### src/rtl/bcd_display_scanner.sv
// bcd_display_scanner: sequential binary-to-BCD conversion (double dabble,
// one shift per clock) feeding a time-multiplexed 7-segment display bank.
// Optional feature macro: BCD_DISPLAY_LEADING_BLANK_EN (blank leading zeros).
module bcd_display_scanner #(
    parameter int unsigned WIDTH    = 8,
    parameter int unsigned DIGITS   = 3,
    parameter int unsigned SCAN_DIV = 1000
) (
    input  logic              Clock,
    input  logic              Reset,
    input  logic [WIDTH-1:0]  Value,
    input  logic              Load,
    input  logic              Zero,
    input  logic              Overflow,
    output logic              Busy,
    output logic              Ready,
    output logic [7:0]        Segments,
    output logic [DIGITS-1:0] DigitSel
);

    function automatic int unsigned pow10(input int unsigned n);
        int unsigned r;
        r = 1;
        for (int unsigned i = 0; i < n; i++) r = r * 10;
        return r;
    endfunction

    // Decimal digits needed to hold 2^w-1
    function automatic int unsigned dec_digits(input int unsigned w);
        int unsigned v;
        int unsigned n;
        v = (32'd1 << w) - 32'd1;
        n = 0;
        while (v != 0) begin
            v = v / 10;
            n = n + 1;
        end
        return n;
    endfunction

    localparam int unsigned POW10 = pow10(DIGITS);
    localparam int unsigned NEED  = dec_digits(WIDTH);
    localparam int unsigned NDIG  = (NEED > DIGITS) ? NEED : DIGITS;
    localparam int unsigned BCD_W = 4 * NDIG;
    localparam int unsigned CNT_W = $clog2(WIDTH);
    localparam int unsigned IDX_W = $clog2(DIGITS);
    localparam int unsigned PRE_W = $clog2(SCAN_DIV);

    localparam logic [7:0] SEG_DASH  = 8'h40;
    localparam logic [7:0] SEG_BLANK = 8'h00;
    localparam logic [7:0] SEG_ZERO  = 8'h3F;

`ifdef BCD_DISPLAY_LEADING_BLANK_EN
    localparam bit LEAD_BLANK = 1'b1;
`else
    localparam bit LEAD_BLANK = 1'b0;
`endif

    function automatic logic [7:0] seg_code(input logic [3:0] d);
        logic [7:0] s;
        case (d)
            4'd0:    s = 8'h3F;
            4'd1:    s = 8'h06;
            4'd2:    s = 8'h5B;
            4'd3:    s = 8'h4F;
            4'd4:    s = 8'h66;
            4'd5:    s = 8'h6D;
            4'd6:    s = 8'h7D;
            4'd7:    s = 8'h07;
            4'd8:    s = 8'h7F;
            4'd9:    s = 8'h6F;
            default: s = 8'h00;
        endcase
        return s;
    endfunction

    typedef enum logic [1:0] {IDLE, CONVERT, COMMIT} state_t;

    state_t                   state_q, state_d;
    logic                     busy_d, ready_d, commit_en;
    logic [BCD_W-1:0]         bcd_q, bcd_adj;
    logic [WIDTH-1:0]         bin_q, value_q;
    logic                     zero_q, ovf_q;
    logic [CNT_W-1:0]         cnt_q;
    logic [DIGITS-1:0][7:0]   codes_q, codes_d;
    logic [PRE_W-1:0]         presc_q;
    logic [IDX_W-1:0]         idx_q;
    logic                     range_ovf, lead, blank;
    logic [3:0]               digit;

    // State register
    always_ff @(posedge Clock) begin
        if (Reset) state_q <= IDLE;
        else       state_q <= state_d;
    end

    // Next-state logic
    always_comb begin
        state_d = state_q;
        case (state_q)
            IDLE:    if (Load) state_d = CONVERT;
            CONVERT: if (cnt_q == CNT_W'(WIDTH - 1)) state_d = COMMIT;
            COMMIT:  state_d = IDLE;
            default: state_d = IDLE;
        endcase
    end

    // FSM output decode (next values of the registered status flags)
    always_comb begin
        busy_d    = (state_d != IDLE);
        ready_d   = (state_q == COMMIT);
        commit_en = (state_q == COMMIT);
    end

    // Registered status outputs
    always_ff @(posedge Clock) begin
        if (Reset) begin
            Busy  <= 1'b0;
            Ready <= 1'b0;
        end else begin
            Busy  <= busy_d;
            Ready <= ready_d;
        end
    end

    // Add-3 correction on every BCD nibble that is 5 or more
    always_comb begin
        bcd_adj = bcd_q;
        for (int unsigned i = 0; i < NDIG; i++) begin
            if (bcd_q[4*i +: 4] >= 4'd5) bcd_adj[4*i +: 4] = bcd_q[4*i +: 4] + 4'd3;
        end
    end

    // Capture on load, then one shift of {bcd,bin} per clock while converting
    always_ff @(posedge Clock) begin
        if (Reset) begin
            bcd_q   <= '0;
            bin_q   <= '0;
            value_q <= '0;
            zero_q  <= 1'b0;
            ovf_q   <= 1'b0;
            cnt_q   <= '0;
        end else begin
            case (state_q)
                IDLE: begin
                    if (Load) begin
                        value_q <= Value;
                        bin_q   <= Value;
                        zero_q  <= Zero;
                        ovf_q   <= Overflow;
                        bcd_q   <= '0;
                        cnt_q   <= '0;
                    end
                end
                CONVERT: begin
                    bcd_q <= {bcd_adj[BCD_W-2:0], bin_q[WIDTH-1]};
                    bin_q <= {bin_q[WIDTH-2:0], 1'b0};
                    cnt_q <= cnt_q + CNT_W'(1);
                end
                default: ;
            endcase
        end
    end

    // Display codes to commit: dash > forced zero > converted digits
    always_comb begin
        codes_d   = '0;
        range_ovf = ovf_q || (32'(value_q) >= POW10);
        lead      = 1'b1;
        blank     = 1'b0;
        digit     = '0;
        for (int unsigned k = 0; k < DIGITS; k++) begin
            digit = bcd_q[4*(DIGITS-1-k) +: 4];
            if (digit != 4'd0) lead = 1'b0;
            blank = LEAD_BLANK && (k != DIGITS - 1);
            if (range_ovf)   codes_d[DIGITS-1-k] = SEG_DASH;
            else if (zero_q) codes_d[DIGITS-1-k] = blank ? SEG_BLANK : SEG_ZERO;
            else             codes_d[DIGITS-1-k] = (blank && lead) ? SEG_BLANK : seg_code(digit);
        end
    end

    // Committed codes, all digits written in the same edge
    always_ff @(posedge Clock) begin
        if (Reset)          codes_q <= {DIGITS{SEG_ZERO}};
        else if (commit_en) codes_q <= codes_d;
    end

    // Free-running scan prescaler and digit index
    always_ff @(posedge Clock) begin
        if (Reset) begin
            presc_q <= '0;
            idx_q   <= '0;
        end else if (presc_q == PRE_W'(SCAN_DIV - 1)) begin
            presc_q <= '0;
            idx_q   <= (idx_q == IDX_W'(DIGITS - 1)) ? '0 : idx_q + IDX_W'(1);
        end else begin
            presc_q <= presc_q + PRE_W'(1);
        end
    end

    // Segment bus and digit select registered together from the current index
    always_ff @(posedge Clock) begin
        if (Reset) begin
            Segments <= SEG_ZERO;
            DigitSel <= DIGITS'(1);
        end else begin
            Segments <= codes_q[idx_q];
            DigitSel <= DIGITS'(1) << idx_q;
        end
    end

endmodule

### config.mk
export PLATFORM = sky130hd
export DESIGN_NAME = bcd_display_scanner
export DESIGN_NICKNAME = d
export VERILOG_FILES = /design/src/rtl/bcd_display_scanner.sv
export SDC_FILE = /design/constraint.sdc
export NUM_CORES = 1
export LEC_CHECK = 0
export ABC_AREA = 0
export CAP_MARGIN = 20
export CORE_MARGIN = 2
export CORE_UTILIZATION = 60
export DETAILED_ROUTE_END_ITERATION = 8
export PLACE_DENSITY = 0.8
export SYNTH_ARGS = -nofsm -noshare
export SYNTH_HDL_FRONTEND = slang
export SYNTH_SLANG_ARGS = --single-unit
### constraint.sdc
create_clock -name Clock -period 7.19 [get_ports Clock]
set_clock_uncertainty 0.15 [all_clocks]
set_input_delay 1.438 -clock Clock [delete_from_list [all_inputs] [get_ports Clock]]
set_output_delay 1.438 -clock Clock [all_outputs]
set_load 0.02 [all_outputs]
* After elaboration in Yosys (flattened, before gate mapping)
Memories as Yosys holds them, arrays and structs flattened. A register that Yosys moved wholly into a read port is not among the register bits.
Cells that the tools add are included.
Widths: inputs -> output; s select.
** Storage, ports and cells
- Register bits after elaboration :: 76
- Bits in read-only memories :: 336
- Output and inout bits :: 13
- Memories :: 3
- Bits of input ports :: 13
- Logic and storage cells :: 68
** Memories
- (no name shown) :: depth 16, width 7, read ports 1, clocked after memory_dff 1, write ports 0, line 61 : case (d)
- (no name shown) :: depth 16, width 7, read ports 1, clocked after memory_dff 1, write ports 0, line 61
- (no name shown) :: depth 16, width 7, read ports 1, clocked after memory_dff 1, write ports 0, line 61
** Operators by class
- Muxes and demuxes :: 27
- Add/subtract/negate cells :: 6
- Shift operators :: 1
- Reduce and logical (&&, ||, !) cells :: 6
- Eq/ne operators :: 6
- Order comparisons :: 4
** Operators with widths (count)
- $mux 8 :: 8
- $mux 4 :: 8
- $pmux 12 s2 :: 1
- $bmux 8 s2 :: 1
- $pmux 8 s2 :: 1
- $ge 4x3->1 const B :: 3
- $mux 12 :: 1
- $add 10x1->10 const B :: 1
- $eq 10x10->1 const B :: 1
- $add 4x2->4 const B :: 2
- $mux 2 :: 3
- $mux 3 :: 2
- $pmux 3 s2 :: 1
- $eq 2x2->1 const B :: 2
- $pmux 2 s2 :: 1
- $reduce_and 2->1 :: 2
- $reduce_bool 2->1 :: 2
- $add 3x1->3 const B :: 1
- $add 3x2->3 const B :: 1
- $eq 3x3->1 const B :: 1
- $lt 2x3->1 const B :: 1
- $shl 1x2->3 const A :: 1
- $add 2x1->2 const B :: 1
- $eq 2x1->1 const B :: 1
- other kinds (3) :: 3

* Logic depth before layout (Yosys ltp)
Gate-level depths: netlist (run 1).
- Depth after elaboration :: 5
- Depth in mapped cells :: 13
- Gate-level depth less buffers :: 12

* Worst setup path after synthesis (run 1)
No wires, ideal clock.
- Kind :: input to register
- From :: in Load
- To :: reg (tool-made name)
- Path buffers :: 1
- Library setup time :: 79 ps
- Data required time :: 6961 ps
- Path slack :: 3728 ps
- Arrival time :: 3233 ps
- Stages on the path :: 8
- Cells stage by stage :: o21bai_4 > buf_2 > a22oi_1 > nor2_1 > inv_1 > ha_1 > or4_1 > o211ai_1
** RTL lines
- start: declaration :: line 12 : input logic Load,

==> flow_results.org, run 1 <==
** Run status
- Status :: complete, no violations

** Yosys
- Predominant post-synthesis flop cell :: sky130_fd_sc_hd__dfxtp_1
- sky130_fd_sc_hd__dfxtp_1 is the most common cell in the netlist.
- Number of unique standard cell types used by synthesis :: 59
- After synthesis, the share of flip-flops with an asynchronous set or reset is 0%.
- Count of mapped cells out of synthesis :: 479
- The synthesized design devotes to its leading area cell type 43.3% of total area.
- Synthesis produced a netlist with a net count of 519.
- Cell area after technology mapping :: 0.00430 sq mm
- The Yosys step of the flow raised 0 warnings.
- Synthesis inferred 93 register bits.
- Commonest cells in the synthesized netlist :: 93 x sky130_fd_sc_hd__dfxtp_1, 55 x sky130_fd_sc_hd__nor2_1, 49 x sky130_fd_sc_hd__o21ai_0
- sky130_fd_sc_hd__dfxtp_1 takes more of the synthesized area than any other cell.
- Part of the Yosys area used for sequential elements :: 43.3%
- Number of synthesized flops with an enable pin :: 0
- Per-instance average area after synthesis :: 8.97 sq um
- Largest cells by area after synthesis :: sky130_fd_sc_hd__dfxtp_1 43%, sky130_fd_sc_hd__ha_1 7.9%, sky130_fd_sc_hd__o21ai_0 5.7%

** Worst setup path
- Signal arrival time at the worst endpoint :: 4.02 ns
- Reg-to-reg critical path startpoint :: state_q[0]$_SDFF_PP0_
- Flop2flop setup slack :: 4.06 ns
- The largest single stage delay on the critical path is 0.52 ns.
- Data required time at the worst endpoint :: 7.34 ns
- Kind of end point of the critical path :: flop
- Startpoint kind of the worst setup timing path :: primary input
- Launch point of the critical path :: Load
- Cell type of the slowest stage on the worst timing path :: sky130_fd_sc_hd__or4_1
- Of all nets on the critical path, the largest fanout is 19.
- Setup CP Type :: primary input to flop
- Critical path cell sequence :: clkdlybuf4s50_1, o21bai_4, a22oi_1, nor2_1, inv_1, ha_1, or4_1, nand3_1
- Measured in cells, the most critical reg-to-reg path has a length of 7.

** Power
- Across the VDD grid, the largest voltage drop is 0.100 mV.
- The analysis attributes to cell leakage a power of 1.78 nW.
- Power Dens Cells :: 196 mW/mm^2

** STA
- The number of endpoints with negative hold slack in the final report is 0.
- Setup slack closes at 3.32 ns.
- Worst Max-Slew Pin Slew :: 0.913 ns
- Final critical-path share of the clock period :: 53.8%
- Headroom to the max-slew limit came out at 39.0%.
- The routed design could run at a clock period as short as 3.87 ns.
- The max-slew violation count is 0.
- Number of failing setup endpoints in the final timing report :: 0
- Maximum clock frequency :: 0.259 GHz
- RSZ-0062 raised after global routing :: no
- Setup TNS :: 0 ns

** Worst hold path
- Min-Delay Path Class :: flop to flop
- Worst hold endpoint :: presc_q[0]$_SDFF_PP0_
- Launch instance of the worst min-delay path :: presc_q[0]$_SDFF_PP0_
- Worst Hold Path Cells :: 1

** Place
- OpenSTA, run right after detailed placement, puts the worst setup slack at 2.97 ns.
- Input and output buffers added on the ports amount to 24.
- Final weighted congestion in routability-driven placement :: 0.865
- After legalization and detailed placement, the total HPWL measured 5680 microns.

** Run
- Across the run, the number of max-cap violations was 0.

** Layout
- The net count of the finished layout is 527.
- The multi-input combinational cells in the finished layout cover a total of 0.00219 sq mm.
- Antenna Diode Count :: 0
- From synthesis to final layout, the design area changed by 9.78%.
- After filler insertion, the fill cell instance count of the layout stands at 557.
- The sequential cells in the finished layout cover a total of 0.00186 sq mm.
- Fraction of final layout cells sized beyond drive strength 1 :: 6.72%

** Clocking
- In this run the number of H-tree levels came out at 3.
- Clk root buf :: sky130_fd_sc_hd__clkbuf_8
- Post-CTS clock slew at the launch and capture registers of the worst setup and hold paths :: 0.09 ns
- The number of gates resized after CTS was 0.
- Bufs on Longest Clock Path :: 2
- CTS Hold Buffers Added :: 0
- The clock reaches the later pin of the worst-skew pair after 0.36 ns.
- The tree built by TritonCTS fans out to 93 sinks.
- Number of clock buffers inserted by TritonCTS :: 9
- TritonCTS built the clock tree.
- Post-CTS setup buffer count :: 0

** Die
- Initial Utilization :: 62.6%
- Width of the die :: 88.6 microns
- The floorplan step defined a die boundary enclosing 0.00785 sq mm.
- 26 I/O pins were placed.
- Placeable core region :: 0.00687 sq mm
- Y dimension of the die :: 88.6 microns
- Core Rows :: 30

** Global routing
- Across every metal layer, demand over resource in global routing totals 22.9%.
- The first global-routing pass estimated 14,100 microns of wire.
- The initial antenna violation count was 0.
- Maximum number of pins on one net before global-route repair :: 71
- The number of global-route vias before repair is 3,095.
- Total congestion overflow :: 0

** Detailed routing
- Vias per Instance :: 5.71
- After detailed routing, the number of remaining DRC violations is 0.
- Dividing the detail-routed wire length by the instance count gives 13.9 microns.
- The first TritonRoute pass finished after 4 iterations.
- Once detail routing completed, the nets flagged for antenna violations numbered 0.
- The routed design has 8150 microns of wire.
- Vias after detailed routing :: 3,351
- After the first detailed-routing iteration, the DRC count stood at 143.
[per-stage QoR]
step           hold WS, ns  power [W]  utilization (%)  std cells  instance area [sq um]
4_1_cts              0.297   0.000932             68.7        587                   4720
3_3_place_gp         0.273   0.000589             65.8        572                   4520
3_5_place_dp         0.284   0.000591             65.8        572                   4520
6_report             0.294   0.000924             68.7        587                   4720
2_1_floorplan        0.263   0.000578                -        479                   4300
5_1_grt              0.338   0.000958             68.7        587                   4720
[where the power goes]
part,switching (W),internal (W)
combinational,0.0000273,0.0000197
clock,0.000184,0.000161
sequential,0.00000882,0.000523
total,0.000220,0.000704
[layer usage]
layer  GRT usage, %  share of wire (%)  wire (microns)
met5              0                  0               0
met4           8.82                1.7             135
met1           28.7                 45            3710
met2           37.9                 49            3960
met3           5.60                4.3             349
[critical path: cells and delay by family]
kind,cells,cell delay [ns]
and+or+nand+nor,3,0.89
buffers and inverters,2,0.60
AOI/OAI and AO/OA,2,0.77
adders and majority gates,1,0.30
[layout by cell type (no fill, tap or decap), drive strengths merged, types with 4 or more instances in the layout]
cell type,n
nand2,16
xnor2,8
a22oi,7
and2,4
dfxtp,93
nor3,6
clkdlybuf4s50,23
or2,4
mux2i,20
or4,4
and3,4
o21ai,50
a32oi,4
a21oi,42
clkbuf,9
nand2b,6
nor2b,6
inv,28
nand3,8
nor2,56
ha,27
a211oi,14
o21bai,5
[how the worst max path moves through the flow]
stage | slack, ns | depth (start not counted) | endpoint
detailed placement | 2.97 | 8 | flop
finish | 3.32 | 8 | flop
CTS | 3.33 | 8 | flop
global route | 3.08 | 8 | flop
global placement | 3.08 | 8 | flop
floorplan | 3.73 | 8 | flop
[cells by family after synthesis]
| family | Yosys count | share of synthesized area [%] |
|---|---|---|
| compound gates | 146 | 21.0 |
| simple gates | 124 | 14.6 |
| flops | 93 | 43.3 |
| buf+inv | 55 | 5.62 |
| fa+ha+maj | 27 | 7.86 |
| mux | 22 | 5.18 |
| xor+xnor | 11 | 2.24 |
| other cells | 1 | 0.0873 |
[area by class of cell]
type / instances / share of cell area [%]
multi-input cells: 331 / 46.5
flip-flops and latches: 93 / 39.5
repair buffers: 26 / 5.31
clock buffers: 9 / 2.63
well taps: 96 / 2.55
inverters: 26 / 2.07
clock inverters: 6 / 1.49
Note: power is estimated with default switching activity, not from simulation.
==> run 2, diff against run 1 <==
- CORE_UTILIZATION: 60 -> 53
- PLACE_DENSITY: 0.8 -> 0.75
- clock period: 7.19 -> 3.2 ns (I/O delays scaled with it)
==> run 2 against run 1 <==
Sequential share of layout area fell by 1.0 points. Routed wire length rose by 2.4%. Clock power rose to 2.7 times the previous value. Cell count up 2.7%.
==> flow_results.org, run 2 (synthesis results as in run 1) <==
** Die
- The area enclosed by the die boundary is 0.00884 sq mm (+13%).
- Width of the die :: 94.0 microns (+6.1%)
- The I/O pin count was 26 (unchanged).
- The cell row count was 32 (+6.7%).
- The vertical die dimension was 94.0 microns (+6.1%).
- The effective utilization at floorplan is 55.0% (-7.5 points).
- Placeable core region :: 0.00781 sq mm (+14%)

** Global routing
- Total congestion overflow :: 0 (unchanged)
- First-pass GRT wire length :: 14,200 microns (+0.68%)
- The overall global routing resource usage is 20.2% (-2.7 points).
- The maximum number of pins on one net before global-route repair was 41 (-42%).
- The initial antenna violation count was 0 (unchanged).
- Via count of the first global-routing pass :: 3,210 (+3.7%)

** Worst setup path
- The worst setup path is launched from a flop.
- Flop2flop setup slack :: 0.39 ns (-3.67 ns)
- Data required time at the worst endpoint :: 3.33 ns (-4.01 ns)
- In this run the critical register-to-register path is launched from bcd_q[4]$_SDFFE_PP0N_.
- Setup CP Type :: flop to flop
- Kind of end point of the critical path :: flop
- The cell depth of the worst flop-to-flop path was 9 (+2).
- The most critical setup path has its startpoint at bcd_q[4]$_SDFFE_PP0N_.
- Crit-path max FO :: 5 (-14)
- The data arrival at the endpoint of the critical path is 2.94 ns (-1.08 ns).

** Detailed routing
- Post-DRT Antenna Nets :: 0 (unchanged)
- The wire length per cell is 13.8 microns (-0.28%).
- Vias per Instance :: 5.53 (-3.2%)
- The count of routing violations after the opening detailed-route iteration is 132 (-7.7%).
- The number of detailed-routing iterations run before antenna repair was 4 (unchanged).
- The count of vias placed by the detailed router came to 3,332 (-0.57%).
- Final routed DRC violation total :: 0 (unchanged)
- The routed wire length is 8350 microns (+2.4%).

** STA
- Number of max-slew violations in the final report :: 0 (unchanged)
- RSZ-0062 raised after global routing :: no
- Maximum clock frequency :: 0.356 GHz
- Time the worst path needs with I/O delays and setup :: 2.81 ns
- The relative slew slack was 57.0% (+18 points).
- Worst hold-check slack :: 0.296 ns (+0.00139 ns)
- Setup TNS :: 0 ns (unchanged)
- The final critical-path setup slack came to 0.391 ns (-2.93 ns).
- The final critical path takes up 87.8% of the cycle.
- Number of failing setup endpoints in the final timing report :: 0 (unchanged)
- Worst Max-Slew Pin Slew :: 0.643 ns (-0.270 ns)
- The number of endpoints with negative hold slack in the final report was 0 (unchanged).

** Clocking
- CTS tree :: done
- Clock tree synthesis selected as its root buffer the cell sky130_fd_sc_hd__clkbuf_8.
- Clk sink count :: 93 (unchanged)
- The clock transition at the registers of the reported paths is 0.08 ns (about the same).
- Count of instances resized after the clock tree is built :: 0 (unchanged)
- The cts-stage hold buffer count was 0 (unchanged).
- CTS H-tree lvls :: 3 (unchanged)
- The clock latency on the worst-skew pair came to 0.36 ns (about the same).
- The number of buffers created by CTS was 9 (unchanged).
- Bufs on Longest Clock Path :: 2 (unchanged)
- Post-CTS setup buffer count :: 0 (unchanged)

** Place
- The standard cell area after detailed placement came to 0.00460 sq mm (+1.7%).
- The number of placed instances with taps included is 587 (+2.6%).
- Number of I/O port buffers :: 24 (unchanged)
- Detail Placement HPWL :: 5930 microns (+4.5%)
- The final weighted congestion in routability-driven placement was 0.932 (+7.8%).
- The minimum setup slack after placement was 0.0495 ns (-2.92 ns).

** Layout
- The fraction of layout cells with a size suffix above 1 came to 8.38% (+1.7 points).
- The net count reported at finish was 536 (+1.7%).
- Relative to the synthesized area, the layout overhead comes to 12.7%.
- Final instance count without filler cells :: 603 (+2.7%)
- Most frequent cells in the layout :: 93 x sky130_fd_sc_hd__dfxtp_1, 55 x sky130_fd_sc_hd__nor2_1, 49 x sky130_fd_sc_hd__o21ai_0
- The number of diodes added for antenna fixing came to 0 (unchanged).
- Layout Cell Area excl Fill :: 0.00484 sq mm (+2.7%)
- Leaving out fill and tap cells, the most frequent cell in the layout is sky130_fd_sc_hd__dfxtp_1.

** Power
- Leakage dissipation :: 1.86 nW (+4.2%)
- The power per cell area is 465 mW/mm^2 (+140%).
- The worst-case vdd ir drop came to 0.346 mV (+250%).

** Run status
- The run finished with clean final reports.

** Worst hold path
- In this run the worst hold path is classified as flop to flop.

** Run
- Number of max-cap violations :: 0 (unchanged)
run 2: changes by cell type in the layout (fill, tap and decap cells not counted):
cell	change
sky130_fd_sc_hd__buf_4	+9
sky130_fd_sc_hd__clkinvlp_4	-3
sky130_fd_sc_hd__bufinv_16	+2
sky130_fd_sc_hd__clkbuf_1	+1
sky130_fd_sc_hd__clkinv_4	+1
run 2: worst min path at each step:
stage	start	end	slack, ns	cells past startpoint
after floorplan	presc_q[0]$_SDFF_PP0_	presc_q[0]$_SDFF_PP0_	0.26	1
after global placement	presc_q[0]$_SDFF_PP0_	presc_q[0]$_SDFF_PP0_	0.28	1
after detailed placement	presc_q[0]$_SDFF_PP0_	presc_q[0]$_SDFF_PP0_	0.28	1
after CTS	presc_q[0]$_SDFF_PP0_	presc_q[0]$_SDFF_PP0_	0.30	1
after global routing	presc_q[0]$_SDFF_PP0_	presc_q[0]$_SDFF_PP0_	0.32	1
final	presc_q[0]$_SDFF_PP0_	presc_q[0]$_SDFF_PP0_	0.30	1
run 2: worst max-delay path: stages, from the launching register on:
cell and delay, ns:
sky130_fd_sc_hd__dfxtp_1 0.42, sky130_fd_sc_hd__inv_1 0.10, sky130_fd_sc_hd__ha_1 0.24, sky130_fd_sc_hd__nand2b_1 0.14, sky130_fd_sc_hd__or4b_4 0.49, sky130_fd_sc_hd__a21oi_2 0.22, sky130_fd_sc_hd__inv_1 0.13, sky130_fd_sc_hd__ha_1 0.21
sky130_fd_sc_hd__or4_1 0.51, sky130_fd_sc_hd__o211ai_1 0.11
run 2: layout make-up:
type                    count  area [sq um]
clock inverters             6           116
repair buffers             35           318
clock buffers              10           128
flip-flops and latches     93          1860
inverters                  26          97.6
fillers                   693          2970
well taps                 102           128
multi-input cells         331          2190
run 2: where the power goes:
part | switching, W | internal [W]
Sequential | 0.0000190 | 0.00118
Clock | 0.000421 | 0.000526
Combinational | 0.0000634 | 0.0000482
run 2: per-layer routing:
metal  vias up  GRT usage, %  part of all wire, %  routed length (microns)
met5         -             0                    0                        0
met4         0          5.31                  1.4                      118
met3        10          5.54                  3.3                      278
met2        53          35.3                   49                     4090
met1      1566          24.3                   46                     3860
li1       1703             -                    -                        -
run 2: stage by stage:
step | total power (W) | utilization, %
after floorplan | 0.00130 | -
after global placement | 0.00133 | 58.9
after global routing | 0.00234 | 62.0
after CTS | 0.00227 | 62.0
final | 0.00225 | 62.0
after detailed placement | 0.00133 | 58.9
